**config.mk**
```make
export PLATFORM = sky130hd
export DESIGN_NAME = if_stage
export DESIGN_NICKNAME = d
export VERILOG_FILES = /design/src/rtl/if_stage.sv
export SDC_FILE = /design/constraint.sdc
export NUM_CORES = 1
export LEC_CHECK = 0
export ABC_CLOCK_PERIOD_IN_PS = 4940
export CAP_MARGIN = 0
export CORE_MARGIN = 1
export CORE_UTILIZATION = 47
export CTS_BUF_LIST = sky130_fd_sc_hd__clkbuf_8 sky130_fd_sc_hd__clkbuf_16
export DETAILED_ROUTE_END_ITERATION = 10
export GPL_ROUTABILITY_DRIVEN = 1
export PLACE_DENSITY_LB_ADDON = 0.25
export RECOVER_POWER = 100
export SYNTH_ARGS = -nofsm -noshare
export SYNTH_HDL_FRONTEND = slang
export SYNTH_SLANG_ARGS = --single-unit
```
**constraint.sdc**
```tcl
create_clock -name clk -period 4.94 [get_ports clk]
set_input_delay 0.741 -clock clk [delete_from_list [all_inputs] [get_ports clk]]
set_output_delay 0.741 -clock clk [all_outputs]
set_load 0.02 [all_outputs]
```
**src/rtl/if_stage.sv**
```systemverilog
// Instruction-fetch stage: PC, bus fetch FSM, one-entry skid buffer and the
// IF/ID pipeline register feeding decode.
module if_stage #(
  parameter logic [29:0] RESET_VECTOR = 30'h0,
  parameter logic [31:0] NOP_INSN     = 32'h0
) (
  input  logic        clk,
  input  logic        reset,
  input  logic        stall,
  input  logic        flush,
  input  logic [29:0] new_pc,
  input  logic        br_taken,
  input  logic [29:0] br_addr,
  output logic        busy,
  output logic        bus_req_,
  input  logic        bus_grnt_,
  output logic [29:0] bus_addr,
  output logic        bus_as_,
  output logic        bus_rw,
  output logic [31:0] bus_wr_data,
  input  logic [31:0] bus_rd_data,
  input  logic        bus_rdy_,
  output logic [29:0] if_pc,
  output logic [31:0] if_insn,
  output logic        if_en_
);

  typedef enum logic [1:0] {IDLE, REQ, ACCESS, HOLD} state_t;

  state_t      state;
  state_t      state_next;
  logic [29:0] pc;
  logic [31:0] buf_data;
  logic        buf_full;
  logic        drop;
  logic        completion;
  logic        fetched;
  logic        word_avail;
  logic [31:0] word;

  // drop marks an access that was in flight when a branch redirected the PC;
  // its data is the fall-through and must never reach IF/ID.
  assign completion  = (state == ACCESS) && !bus_rdy_;
  assign fetched     = completion && !drop;
  assign word_avail  = buf_full || fetched;
  assign word        = buf_full ? buf_data : bus_rd_data;
  assign busy        = !(completion || buf_full);
  assign bus_rw      = 1'b1;
  assign bus_wr_data = 32'h0;

  always_ff @(posedge clk or posedge reset) begin
    if (reset) state <= IDLE;
    else       state <= state_next;
  end

  always_comb begin
    state_next = state;
    bus_req_   = 1'b1;
    bus_as_    = 1'b1;
    bus_addr   = 30'h0;
    case (state)
      IDLE: state_next = REQ;
      REQ: begin
        bus_req_ = 1'b0;
        if (!bus_grnt_) state_next = ACCESS;
      end
      ACCESS: begin
        bus_req_ = 1'b0;
        bus_as_  = 1'b0;
        bus_addr = pc;
        // Keep streaming while the grant is held; a stalled word parks in HOLD.
        if (completion) begin
          if (stall && !drop) state_next = HOLD;
          else if (bus_grnt_) state_next = REQ;
        end
      end
      HOLD: if (!stall) state_next = REQ;
      default: state_next = IDLE;
    endcase
    if (flush) state_next = IDLE;
  end

  always_ff @(posedge clk or posedge reset) begin
    if (reset) begin
      pc       <= RESET_VECTOR;
      if_pc    <= RESET_VECTOR;
      if_insn  <= NOP_INSN;
      if_en_   <= 1'b1;
      buf_data <= 32'h0;
      buf_full <= 1'b0;
      drop     <= 1'b0;
    end else if (flush) begin
      pc       <= new_pc;
      if_pc    <= new_pc;
      if_insn  <= NOP_INSN;
      if_en_   <= 1'b1;
      buf_full <= 1'b0;
      drop     <= 1'b0;
    end else if (stall) begin
      if (fetched && !buf_full) begin
        buf_data <= bus_rd_data;
        buf_full <= 1'b1;
      end
      if (completion) drop <= 1'b0;
    end else if (br_taken) begin
      pc       <= br_addr;
      if_pc    <= pc;
      if_insn  <= NOP_INSN;
      if_en_   <= 1'b1;
      buf_full <= 1'b0;
      drop     <= (state == ACCESS) && bus_rdy_;
    end else begin
      if (word_avail) begin
        if_pc    <= pc;
        if_insn  <= word;
        if_en_   <= 1'b0;
        pc       <= pc + 30'd1;
        buf_full <= 1'b0;
      end else begin
        if_insn  <= NOP_INSN;
        if_en_   <= 1'b1;
      end
      if (completion) drop <= 1'b0;
    end
  end

endmodule

```
# [After elaboration in Yosys (flattened, before gate mapping)]
# Cells that the tools add are included.
[word_totals] out_inout_bits=129 in_bits=99 elab_cells=74 reg_bits=129
[op_classes] eq_ne=9 addsub=1 bitwise_logic=1 mux=36 n_reduce_logical=19
[ops] operator="30-bit 2-to-1 mux" n=9
[ops] operator="32-bit 2-to-1 mux" n=5
[ops] operator="30-bit by 1-bit adder with 30-bit output, second input constant" n=1
[ops] operator="1-bit 2-to-1 mux" n=15
[ops] operator="2-bit 2-to-1 mux" n=6
[ops] operator="3-bit inequality test, second input constant" n=3
[ops] operator="2-bit one-hot mux with 4 select lines" n=1
[ops] operator="1-bit logical AND" n=5
[ops] operator="2-bit equality test, second input constant" n=2
[ops] operator="1-bit logical NOT" n=4
[ops] operator="4-bit by 3-bit inequality test with 1-bit output, second input constant" n=1
[ops] operator="2-bit AND reduction" n=2
[ops] operator="4-bit AND reduction" n=1
[ops] operator="4-bit nonzero test" n=1
[ops] operator="3-bit by 1-bit inequality test with 1-bit output, second input constant" n=1
[ops] operator="3-bit AND reduction" n=1
[ops] operator="3-bit nonzero test" n=1
[ops] operator="2-bit by 1-bit equality test with 1-bit output, second input constant" n=1
[ops] operator="2-bit logical NOT" n=1
[ops] operator="1-bit logical OR" n=2
[ops] operator="2-bit by 1-bit inequality test with 1-bit output, second input constant" n=1
[ops] operator="2-bit OR reduction" n=1
[ops] operator="1-bit NOT" n=1

# [Logic depth before layout (Yosys ltp)]
[logic_depth] word_depth=8 ltp_mapped=8 ltp_nobuf=6

# [Worst setup path before layout]
# No wires, ideal clock.
[synth_timing] kind="in2reg" start="in bus_rdy_" end="reg pc[17]" slack_ns=2.631 stages=4 n_path_buf=0 t_arrival_ns=2.223 path_cell_list="or4b_1 -> a211o_1 -> or4_1 -> o211ai_1"
[synth_between] elab_chain_cells=6
[synth_lines] item="from (decl)" line_no="22" text="input logic bus_rdy_,"
[synth_lines] item="1-bit logical NOT" line_no="43" text="assign completion = (state == ACCESS) && !bus_rdy_;"
[synth_lines] item="1-bit logical AND" line_no="43"
[synth_lines] item="1-bit logical AND" line_no="44" text="assign fetched = completion && !drop;"
[synth_lines] item="1-bit logical OR" line_no="45" text="assign word_avail = buf_full || fetched;"
[synth_lines] item="3-bit nonzero test (no line)"
[synth_lines] item="2-bit AND reduction (no line)"
[synth_lines] item="to (signal assigned)" line_no="93" text="pc <= new_pc;"
[synth_lines] item="to (signal assigned)" line_no="106" text="pc <= br_addr;"
[synth_lines] item="to (signal assigned)" line_no="117" text="pc <= pc + 30'd1;"
[synth_lines] item="to (decl)" line_no="32" text="logic [29:0] pc;"
# No other way between the ends.
# A chain may end at the register's enable or synchronous reset.

# [Final worst setup path]
[layout_timing] start="in stall" end="reg pc[25]"
[layout_between] elab_chain_cells=2
[layout_lines] item="from (decl)" line_no="9" text="input logic stall,"
[layout_lines] item="2-bit by 1-bit inequality test with 1-bit output (no line)"
[layout_lines] item="2-bit AND reduction (no line)"
# No other way between the ends.

==> flow_metrics.tcl <==
set metrics [dict create \
    status "finished, violations left" \
    violations "capacitance limit, slew limit" \
    grt_pass1_vias 6433 \
    initial_core_util 0.4898 \
    period_share 0.7565 \
    period_minus_slack_ns 3.737 \
    clockBufferDepth 2 \
    crit_family "compound AO/OA/AOI/OAI gates" \
    mostFrequentLayoutCell "dfrtp_1" \
    drt_pre_antenna_iters 5 \
    cts_tree "yes" \
    core_area_mm2 0.01410 \
    ys_ff_latch 129 \
    synth_async_sr_flop_share 1.000 \
    rsz0062_at_grt "false" \
    peakVddDrop_mv 0.2733 \
    multiInputGateArea_mm2 0.003223 \
    hold_viol 0 \
    port_buffers 194 \
    die_area_mm2 0.01518 \
    drtAntennaViolNets 0 \
    max_clock_freq_ghz 0.2676 \
    insertion_delay_ns 0.42 \
    clock_skew_ns 0.005344 \
    register_area_mm2 0.003229 \
    fill_cells 1121 \
    cap_violations 3 \
    synth_fa_ha_area_frac 0.007249 \
    synth_compound_area_frac 0.2033 \
    hp-start "if_en_$_DFFE_PP1N_" \
    routedWlPerCell_um 18.50 \
    cp-end-kind "flop" \
    rr_startpoint "state[0]$_DFFE_PP0P_" \
    grt_overflow_total 0 \
    muxShareOfSynthArea 0.06397 \
    die_w_um 123.2 \
    clkTransAtPathRegs_ns 0.06 \
    yosys_warnings 0 \
    nets 1015 \
    startpoint_type "input pin" \
    grt_pass1_wl_um 31950 \
    leakagePower_nw 4.151 \
    synth_top_family_by_area "compound AO/OA/AOI/OAI gates" \
    crit_start "stall" \
    drt-total-wl_um 20410 \
    tns_ns 0 \
    cts-hold-fix-buffers 0 \
    path_cells "clkdlybuf4s50_1, or4b_1, a211oi_1, o311ai_0, o211ai_1" \
    cts_resized 0 \
    cts_root_buf "clkbuf_16" \
    synth-simple-area-share 0.1716 \
    diodes 0 \
    drc 0 \
    hold_class "reg -> reg" \
    htree_levels 4 \
    crit_path_max_incr_delay_ns 1.44 \
    via_per_inst 5.892 \
    grt_max_degree 53 \
    drv_slew 93 \
    cp_max_fo 13 \
    ys_seq_area_frac 0.4677 \
    first_iter_violations 556 \
    grt_usage 0.2735 \
    place_hpwl_um 13690 \
    cts.sinks 129 \
    crit_buf_inv 1 \
    postCtsSetupRepairBufs 0 \
    dieHeight_um 123.2 \
    syn_to_final_growth_pct 36.81 \
    postPlaceCellArea_mm2 0.008810 \
    placementRows 43 \
    slew_headroom -0.4751 \
    ff2ff_setup_slack_ns 1.21 \
    synth_xor_area_frac 0.003806 \
    synth.distinct_cells 58 \
    antenna_found_initial 0 \
    worstMarginPinSlew_ns 2.201 \
    postSynthCellCount 746 \
    cp_slowest_cell "a211oi_1" \
    syn-cell-area_mm2 0.006904 \
    setup_viol 0 \
    criticalPathCategory "in -> reg" \
    stdcell_area_mm2 0.009445 \
    place.gp.congestion 0.9127 \
    synth-main-ff-cell "dfrtp_1" \
    syn_area_per_cell_um2 9.255 \
    route.vias.total 6499 \
    arrival_ns 4.07 \
    power.density_mw_per_mm2 355.9 \
    drive_gt1_frac 0.09317 \
    synth-edff-count 0 \
    numCtsBuffers 17 \
    crit_required_ns 5.27 \
    io-pin-count 228 \
    layout_common_cells "dfrtp_1 (128), nand2_1 (105), dlygate4sd3_1 (97)" \
]
==> routing by layer <==
| layer | part of all wire | global-route usage |
|---|---|---|
| met5 | 0 | 0 |
| met1 | 0.41 | 0.3377 |
| met3 | 0.082 | 0.07426 |
| met2 | 0.49 | 0.4511 |
| met4 | 0.021 | 0.1145 |
==> registers in the layout (all words and copies together), names as in the netlist <==
name	cells
buf_data	32
pc	30
if_pc	30
if_insn	32
drop	1
if_en_	1
state	2
buf_full	1
==> cell type report <==
cell class	instances	area share
Tap cell	180	0.02384
Inverter	22	0.008875
Clock inverter	11	0.02225
Timing Repair Buffer	206	0.2139
Clock buffer	19	0.04795
Multi-Input combinational cell	536	0.3412
Sequential cell	129	0.3419
==> power by group <==
group / internal, mW / switching [mW]
clock network: 0.964 / 0.461
logic: 0.289 / 0.334
registers: 1.20 / 0.114
total: 2.45 / 0.908
==> cells by family after synthesis <==
kind of cell | after synthesis
AO/OA/AOI/OAI | 208
AND/OR/NAND/NOR | 248
buffers and inverters | 112
adder cells (fa/ha/maj) | 4
flip-flops | 129
XOR/XNOR | 3
other | 2
multiplexers | 40
==> synthesized netlist by cell type (8+ instances only) <==
library cell | n | area (µm²)
a21oi_1 | 29 | 145.1
a221oi_1 | 14 | 122.6
a22oi_1 | 33 | 247.7
a31oi_1 | 25 | 156.4
and2_1 | 20 | 125.1
buf_2 | 10 | 50.05
buf_4 | 34 | 255.2
clkbuf_1 | 39 | 146.4
dfrtp_1 | 128 | 3203
inv_1 | 21 | 78.83
mux2_2 | 33 | 371.6
nand2_1 | 105 | 394.1
nand3_1 | 11 | 55.05
nor2_1 | 56 | 210.2
nor4_1 | 8 | 50.05
o211ai_1 | 16 | 120.1
o21ai_0 | 45 | 225.2
or4_1 | 8 | 60.06
==> worst reg2reg max path, cell delays in order, from the launching register on <==
cell      delay [ns]
dfrtp_1         0.40
inv_1           0.08
ha_1            0.17
buf_4           0.25
or4b_1          0.68
a211oi_1        1.44
o311ai_0        0.41
o211ai_1        0.20
==> final timing paths <==
path | end | cells after the start
setup / recovery | pc[25]$_DFFE_PP0P_ | 5
hold / removal | if_en_$_DFFE_PP1N_ | 2
setup reg to reg | pc[25]$_DFFE_PP0P_ | 7
hold reg to reg | if_en_$_DFFE_PP1N_ | 2
max in group asynchronous | buf_data[1]$_DFFE_PP0P_ | 3
min in group asynchronous | if_insn[2]$_DFFE_PP0N_ | 2
==> through the flow <==
stage	hold WS [ns]	power, mW	instances	setup WS (ns)	util
after floorplan	0.4798	1.701	777	0.7597	-
after global placement	0.4567	1.937	1073	1.339	0.6250
after detailed placement	0.4638	1.970	1073	1.174	0.6250
after CTS	0.4760	3.397	1103	1.423	0.6720
after global routing	0.4961	3.495	1103	1.035	0.6701
final	0.4683	3.361	1103	1.203	0.6701
(Power assumes the default switching activity.)
